<file path="src/rtl/lsu_pkg.sv">
// Shared types, Funct3 encodings and size/lane helpers for the load/store unit.
package lsu_pkg;

    typedef enum logic [1:0] {
        IDLE   = 2'd0,
        REQ    = 2'd1,
        WAIT_R = 2'd2
    } lsu_state_e;

    typedef enum logic [1:0] {
        SZ_B = 2'd0,
        SZ_H = 2'd1,
        SZ_W = 2'd2
    } lsu_size_e;

    localparam int unsigned BE_WIDTH = 4;

    localparam logic [2:0] F3_B  = 3'b000;
    localparam logic [2:0] F3_H  = 3'b001;
    localparam logic [2:0] F3_W  = 3'b010;
    localparam logic [2:0] F3_BU = 3'b100;
    localparam logic [2:0] F3_HU = 3'b101;

    // Undefined encodings fall through to word access.
    function automatic lsu_size_e f3_size(input logic [2:0] funct3);
        case (funct3)
            F3_B, F3_BU: return SZ_B;
            F3_H, F3_HU: return SZ_H;
            default:     return SZ_W;
        endcase
    endfunction

    // Low address bits truncated to the access size.
    function automatic logic [1:0] eff_offset(input lsu_size_e size, input logic [1:0] offset);
        case (size)
            SZ_B:    return offset;
            SZ_H:    return {offset[1], 1'b0};
            default: return 2'b00;
        endcase
    endfunction

    function automatic logic is_misaligned(input lsu_size_e size, input logic [1:0] offset);
        case (size)
            SZ_H:    return offset[0];
            SZ_W:    return |offset;
            default: return 1'b0;
        endcase
    endfunction

    function automatic logic [BE_WIDTH-1:0] store_be(input lsu_size_e size,
                                                     input logic [1:0] offset);
        case (size)
            SZ_B:    return 4'b0001 << offset;
            SZ_H:    return 4'b0011 << {offset[1], 1'b0};
            default: return 4'b1111;
        endcase
    endfunction

endpackage

</file>
<file path="src/rtl/lsu_load_align.sv">
// Load data lane select and sign/zero extension (purely combinational).
module lsu_load_align
    import lsu_pkg::*;
#(
    parameter int DATA_WIDTH = 32
) (
    input  logic [DATA_WIDTH-1:0] rdata_i,
    input  logic [1:0]            offset_i,
    input  logic [2:0]            funct3_i,
    output logic [DATA_WIDTH-1:0] data_o
);

    lsu_size_e             size;
    logic [DATA_WIDTH-1:0] shifted;

    always_comb begin
        size    = f3_size(funct3_i);
        shifted = rdata_i >> {eff_offset(size, offset_i), 3'b000};
        case (size)
            SZ_B: data_o = funct3_i[2] ? {{(DATA_WIDTH-8){1'b0}}, shifted[7:0]}
                                       : {{(DATA_WIDTH-8){shifted[7]}}, shifted[7:0]};
            SZ_H: data_o = funct3_i[2] ? {{(DATA_WIDTH-16){1'b0}}, shifted[15:0]}
                                       : {{(DATA_WIDTH-16){shifted[15]}}, shifted[15:0]};
            default: data_o = rdata_i;
        endcase
    end

endmodule

</file>
<file path="src/rtl/load_store_unit.sv">
// Memory stage: drives a req/gnt/rvalid data port, stalls while busy, aligns load data.
// Optional MISALIGN_TRAP_EN: misaligned H/W accesses pulse misalign instead of issuing.
module load_store_unit
    import lsu_pkg::*;
#(
    parameter int DATA_WIDTH = 32,
    parameter int ADDR_WIDTH = 32
) (
    input  logic                  clk,
    input  logic                  reset,
    input  logic                  ex_valid,
    output logic                  ex_ready,
    input  logic                  MemRead,
    input  logic                  MemWrite,
    input  logic [2:0]            Funct3,
    input  logic [DATA_WIDTH-1:0] ALUResult,
    input  logic [DATA_WIDTH-1:0] WrData,
    output logic                  mem_req,
    output logic                  mem_we,
    output logic [ADDR_WIDTH-1:0] mem_addr,
    output logic [BE_WIDTH-1:0]   mem_be,
    output logic [DATA_WIDTH-1:0] mem_wdata,
    input  logic                  mem_gnt,
    input  logic                  mem_rvalid,
    input  logic [DATA_WIDTH-1:0] mem_rdata,
    output logic                  wb_valid,
    output logic [DATA_WIDTH-1:0] wb_data,
    output logic                  stall,
    output logic                  misalign
);

    lsu_state_e            state_q, state_d;
    logic                  mem_req_q, mem_req_d;
    logic                  mem_we_q, mem_we_d;
    logic [ADDR_WIDTH-1:0] mem_addr_q, mem_addr_d;
    logic [BE_WIDTH-1:0]   mem_be_q, mem_be_d;
    logic [DATA_WIDTH-1:0] mem_wdata_q, mem_wdata_d;
    logic                  wb_valid_q, wb_valid_d;
    logic [DATA_WIDTH-1:0] wb_data_q, wb_data_d;
    logic [2:0]            funct3_q, funct3_d;
    logic [1:0]            offset_q, offset_d;
    logic [DATA_WIDTH-1:0] load_data;
    lsu_size_e             req_size;
    logic                  trap;

    assign req_size = f3_size(Funct3);

`ifdef MISALIGN_TRAP_EN
    logic misalign_q, misalign_d;
    assign trap     = is_misaligned(req_size, ALUResult[1:0]);
    assign misalign = misalign_q;
`else
    assign trap     = 1'b0;
    assign misalign = 1'b0;
`endif

    lsu_load_align #(
        .DATA_WIDTH (DATA_WIDTH)
    ) u_load_align (
        .rdata_i  (mem_rdata),
        .offset_i (offset_q),
        .funct3_i (funct3_q),
        .data_o   (load_data)
    );

    always_comb begin
        state_d     = state_q;
        mem_req_d   = 1'b0;
        mem_we_d    = mem_we_q;
        mem_addr_d  = mem_addr_q;
        mem_be_d    = mem_be_q;
        mem_wdata_d = mem_wdata_q;
        wb_valid_d  = 1'b0;
        wb_data_d   = wb_data_q;
        funct3_d    = funct3_q;
        offset_d    = offset_q;
`ifdef MISALIGN_TRAP_EN
        misalign_d  = 1'b0;
`endif
        case (state_q)
            IDLE: begin
                if (ex_valid && !MemRead && !MemWrite) begin
                    wb_data_d  = ALUResult;
                    wb_valid_d = 1'b1;
                end else if (ex_valid && trap) begin
`ifdef MISALIGN_TRAP_EN
                    misalign_d = 1'b1;
`endif
                end else if (ex_valid) begin
                    state_d     = REQ;
                    mem_req_d   = 1'b1;
                    mem_we_d    = MemWrite;
                    mem_addr_d  = {ALUResult[ADDR_WIDTH-1:2], 2'b00};
                    funct3_d    = Funct3;
                    offset_d    = ALUResult[1:0];
                    // Loads fetch the whole word; lane selection happens on return.
                    mem_be_d    = MemWrite ? store_be(req_size, ALUResult[1:0]) : 4'b1111;
                    if (!MemWrite) begin
                        mem_wdata_d = '0;
                    end else begin
                        case (req_size)
                            SZ_B:    mem_wdata_d = {4{WrData[7:0]}};
                            SZ_H:    mem_wdata_d = {2{WrData[15:0]}};
                            default: mem_wdata_d = WrData;
                        endcase
                    end
                end
            end
            REQ: begin
                mem_req_d = !mem_gnt;
                if (mem_gnt) begin
                    state_d = mem_we_q ? IDLE : WAIT_R;
                end
            end
            WAIT_R: begin
                if (mem_rvalid) begin
                    wb_data_d  = load_data;
                    wb_valid_d = 1'b1;
                    state_d    = IDLE;
                end
            end
            default: state_d = IDLE;
        endcase
    end

    always_ff @(posedge clk) begin
        if (reset) begin
            state_q     <= IDLE;
            mem_req_q   <= 1'b0;
            mem_we_q    <= 1'b0;
            mem_addr_q  <= '0;
            mem_be_q    <= '0;
            mem_wdata_q <= '0;
            wb_valid_q  <= 1'b0;
            wb_data_q   <= '0;
            funct3_q    <= '0;
            offset_q    <= '0;
`ifdef MISALIGN_TRAP_EN
            misalign_q  <= 1'b0;
`endif
        end else begin
            state_q     <= state_d;
            mem_req_q   <= mem_req_d;
            mem_we_q    <= mem_we_d;
            mem_addr_q  <= mem_addr_d;
            mem_be_q    <= mem_be_d;
            mem_wdata_q <= mem_wdata_d;
            wb_valid_q  <= wb_valid_d;
            wb_data_q   <= wb_data_d;
            funct3_q    <= funct3_d;
            offset_q    <= offset_d;
`ifdef MISALIGN_TRAP_EN
            misalign_q  <= misalign_d;
`endif
        end
    end

    assign ex_ready  = (state_q == IDLE);
    assign stall     = !ex_ready;
    assign mem_req   = mem_req_q;
    assign mem_we    = mem_we_q;
    assign mem_addr  = mem_addr_q;
    assign mem_be    = mem_be_q;
    assign mem_wdata = mem_wdata_q;
    assign wb_valid  = wb_valid_q;
    assign wb_data   = wb_data_q;

endmodule

</file>
<file path="config.mk">
export PLATFORM = sky130hd
export DESIGN_NAME = load_store_unit
export DESIGN_NICKNAME = d
export VERILOG_FILES = /design/src/rtl/lsu_pkg.sv /design/src/rtl/lsu_load_align.sv /design/src/rtl/load_store_unit.sv
export SDC_FILE = /design/constraint.sdc
export NUM_CORES = 1
export LEC_CHECK = 0
export ABC_AREA = 0
export CORE_MARGIN = 8
export CORE_UTILIZATION = 39
export DETAILED_ROUTE_END_ITERATION = 7
export GPL_TIMING_DRIVEN = 0
export HOLD_SLACK_MARGIN = 0.15
export PLACE_DENSITY = 0.76
export SLEW_MARGIN = 20
export SYNTH_ARGS = -nofsm -noshare
export SYNTH_HDL_FRONTEND = slang
export SYNTH_SLANG_ARGS = --single-unit
</file>
<file path="constraint.sdc">
create_clock -name clk -period 1.9 [get_ports clk]
set_input_delay 0.38 -clock clk [delete_from_list [all_inputs] [get_ports clk]]
set_output_delay 0.38 -clock clk [all_outputs]
set_load 0.02 [all_outputs]
</file>
==> flow_metrics.tcl <==
set metrics [dict create \
    status "complete, no violations" \
    synth_area_leader_cell "dfxtp_1" \
    grt_util_met3_pct 7.39 \
    setup_viol 0 \
    cts_sinks 108 \
    grt_pass1_vias 5641 \
    multi_input_area_mm2 0.00280 \
    p_leak_nw 2.81 \
    dieHeight_um 131 \
    critPathArrivalTime_ns 2.11 \
    rows 42 \
    fillers 1209 \
    holdWs_ns 0.322 \
    crit_type "register to register" \
    finalHoldViolations 0 \
    total_power_mw 5.88 \
    overflow 0 \
    synthFlopType "dfxtp_1" \
    final_nets 980 \
    areaGrowthSynthToFinish_pct 54.7 \
    slew_violations 0 \
    gp_congestion 0.930 \
    wl_per_cell_um 19.7 \
    ir_drop_uv 356 \
    endpoint_kind "register" \
    ys_seq_area_share_pct 42.1 \
    critPathRequiredTime_ns 2.11 \
    post-route-min-period_ns 1.90 \
    route.detailed.drc 0 \
    root_buffer "clkbuf_16" \
    portBuffers 205 \
    path_max_fanout 10 \
    async_flop_share_pct 0 \
    ant_nets 0 \
    dr_total_vias 5732 \
    ys_seq_elements 108 \
    synthTopCellsByArea "dfxtp_1 42%, a21oi_1 9.9%, nand2_1 8.8%, mux2_2 5.0%, clkbuf_1 3.6%" \
    synth.distinct_cells 40 \
    rsz0062_at_grt "true" \
    grt_util_all_layers_pct 23.7 \
    worst_clock_skew_ns 0.0104 \
    grt_pass1_wl_um 31300 \
    clock_latency_ns 0.35 \
    grt_busiest_layer "met2" \
    drtIter0Drc 367 \
    syn_inst 654 \
    final_layout_size_suffix_gt1_share_pct 11.6 \
    wirelength_um 20800 \
    cts_buffers 9 \
    cap_violations 0 \
    pin_count 212 \
    dpl_cell_area_mm2 0.00743 \
    slew_headroom_pct 49.7 \
    grt_max_degree 18 \
    diodes 0 \
    clk_pin_slew_ns 0.07 \
    die_area_mm2 0.0171 \
    core_mm2 0.0130 \
    cts_tree "done" \
    die_w_um 131 \
    grtUsageMet2_pct 38.6 \
    fmax_mhz 527 \
    synth_common_cells "120 x nand2_1, 108 x dfxtp_1, 102 x a21oi_1" \
    synthesis.area_mm2 0.00514 \
    dr.pass1.iters 5 \
    design_area_mm2 0.00795 \
    cp-start-kind "register" \
    ys.warnings.count 0 \
    synth_most_common_cell "nand2_1" \
    seqCellArea_mm2 0.00217 \
    hold_path_class "input pin to register" \
    power-per-cell-area_mw_per_mm2 739 \
    grt_use_met1_pct 29.2 \
    ctsHoldBuffers 0 \
    htree_levels 3 \
    antenna_found_initial 0 \
    initial_core_util_pct 39.4 \
    synth_area_per_cell_um2 7.86 \
    synth_top_area_share_pct 42.1 \
    tightest_slew_ns 0.755 \
    synth_edf_count 0 \
    cts_buffer_depth 2 \
    final.period_utilization_pct 99.9 \
    hpwlAfterDp_um 15900 \
    vias_per_cell 5.44 \
]
-- cell type report --
type | count | share of cell area, %
Tap cell | 176 | 2.77
Timing Repair Buffer | 211 | 26.7
Clock buffer | 10 | 3.01
Clock inverter | 5 | 0.771
Sequential cell | 108 | 27.3
Multi-Input combinational cell | 481 | 35.2
Buffer | 59 | 4.12
Inverter | 4 | 0.189
-- power breakdown --
part / total, mW / internal, mW / leakage (nW) / switching (mW)
Combinational: 1.45 / 0.679 / 1.78 / 0.767
Clock: 1.95 / 1.06 / 0.137 / 0.895
Sequential: 2.48 / 2.39 / 0.884 / 0.0853
-- worst max-delay path, cell delays in order, from the launching register on --
cell      delay [ns]
dfxtp_4         0.37
or4b_4          0.51
a21o_1          0.25
buf_6           0.17
clkbuf_8        0.17
a21oi_1         0.18
a211oi_2        0.10
-- cell families (layout without fill, tap and decap cells) --
| group | after synthesis | in the layout | share of synthesized area, % |
|---|---|---|---|
| AND/OR/NAND/NOR | 239 | 239 | 20.6 |
| flip-flops | 108 | 108 | 42.1 |
| other | 1 | 3 | 0.0730 |
| AO/OA/AOI/OAI | 207 | 207 | 25.0 |
| buffers and inverters | 67 | 289 | 5.55 |
| multiplexers | 32 | 32 | 6.79 |
-- flip-flops by register name, summed over array words and instances, names as in the netlist --
name       flops
mem_addr      30
mem_wdata     32
funct3_q       3
mem_be         4
wb_data       32
offset_q       2
mem_we         1
mem_req        1
wb_valid       1
state_q        2
-- layer usage --
layer,vias up,part of all wire [%]
li1,2777,-
met1,2660,42
met2,271,46
met3,24,9.9
met4,0,1.9
met5,-,0
-- cell usage in the layout (no fill, tap or decap), types with 3 or more instances in the layout --
master,instances
a21oi_1,98
nand2_1,119
buf_6,7
mux2_2,23
mux2i_1,8
dlygate4sd2_1,4
clkbuf_1,26
buf_2,5
o21ai_0,20
nor2b_1,4
a21oi_2,4
clkbuf_16,9
o211ai_1,9
a22oi_1,23
o22a_1,7
o22ai_1,12
clkbuf_2,13
nand2b_1,3
clkbuf_8,3
clkinvlp_4,3
conb_1,3
buf_4,9
nand3_1,25
a211o_1,6
nor2_1,41
a311oi_1,11
inv_1,3
nor3_1,16
clkdlybuf4s50_1,200
dfxtp_2,3
a211oi_1,5
or3_1,17
dfxtp_1,104
-- final timing paths --
check | depth (start not counted) | endpoint | slack [ns] | start
max | 6 | wb_data[7]$_SDFFE_PP0P_ | 0.002 | state_q[1]$_SDFFE_PP0P_
min | 3 | mem_wdata[2]$_SDFFE_PP0P_ | 0.32 | MemWrite
max reg2reg | 6 | wb_data[7]$_SDFFE_PP0P_ | 0.002 | state_q[1]$_SDFFE_PP0P_
min reg2reg | 2 | wb_data[6]$_SDFFE_PP0P_ | 0.45 | wb_data[6]$_SDFFE_PP0P_
-- what timing repair did --
action                     CTS  global route
setup endpoints to repair  101            74
gates resized for setup     37            48
buffers inserted             2             3
cloned                       1             0
pin swaps                    4            12
-- stage by stage --
stage | instances | worst slack [ns] | TNS, ns | utilization, %
after global placement | 1037 | -0.754 | -54.91 | 57.0
after global routing | 1054 | -0.0532 | -0.0976 | 61.0
after detailed placement | 1037 | -0.821 | -57.55 | 57.0
final | 1054 | 0.00152 | 0 | 61.0
after CTS | 1054 | -0.0474 | -0.286 | 60.0
after floorplan | 656 | 0.00801 | 0 | -
No activity file was read; power rests on OpenSTA's default activity.
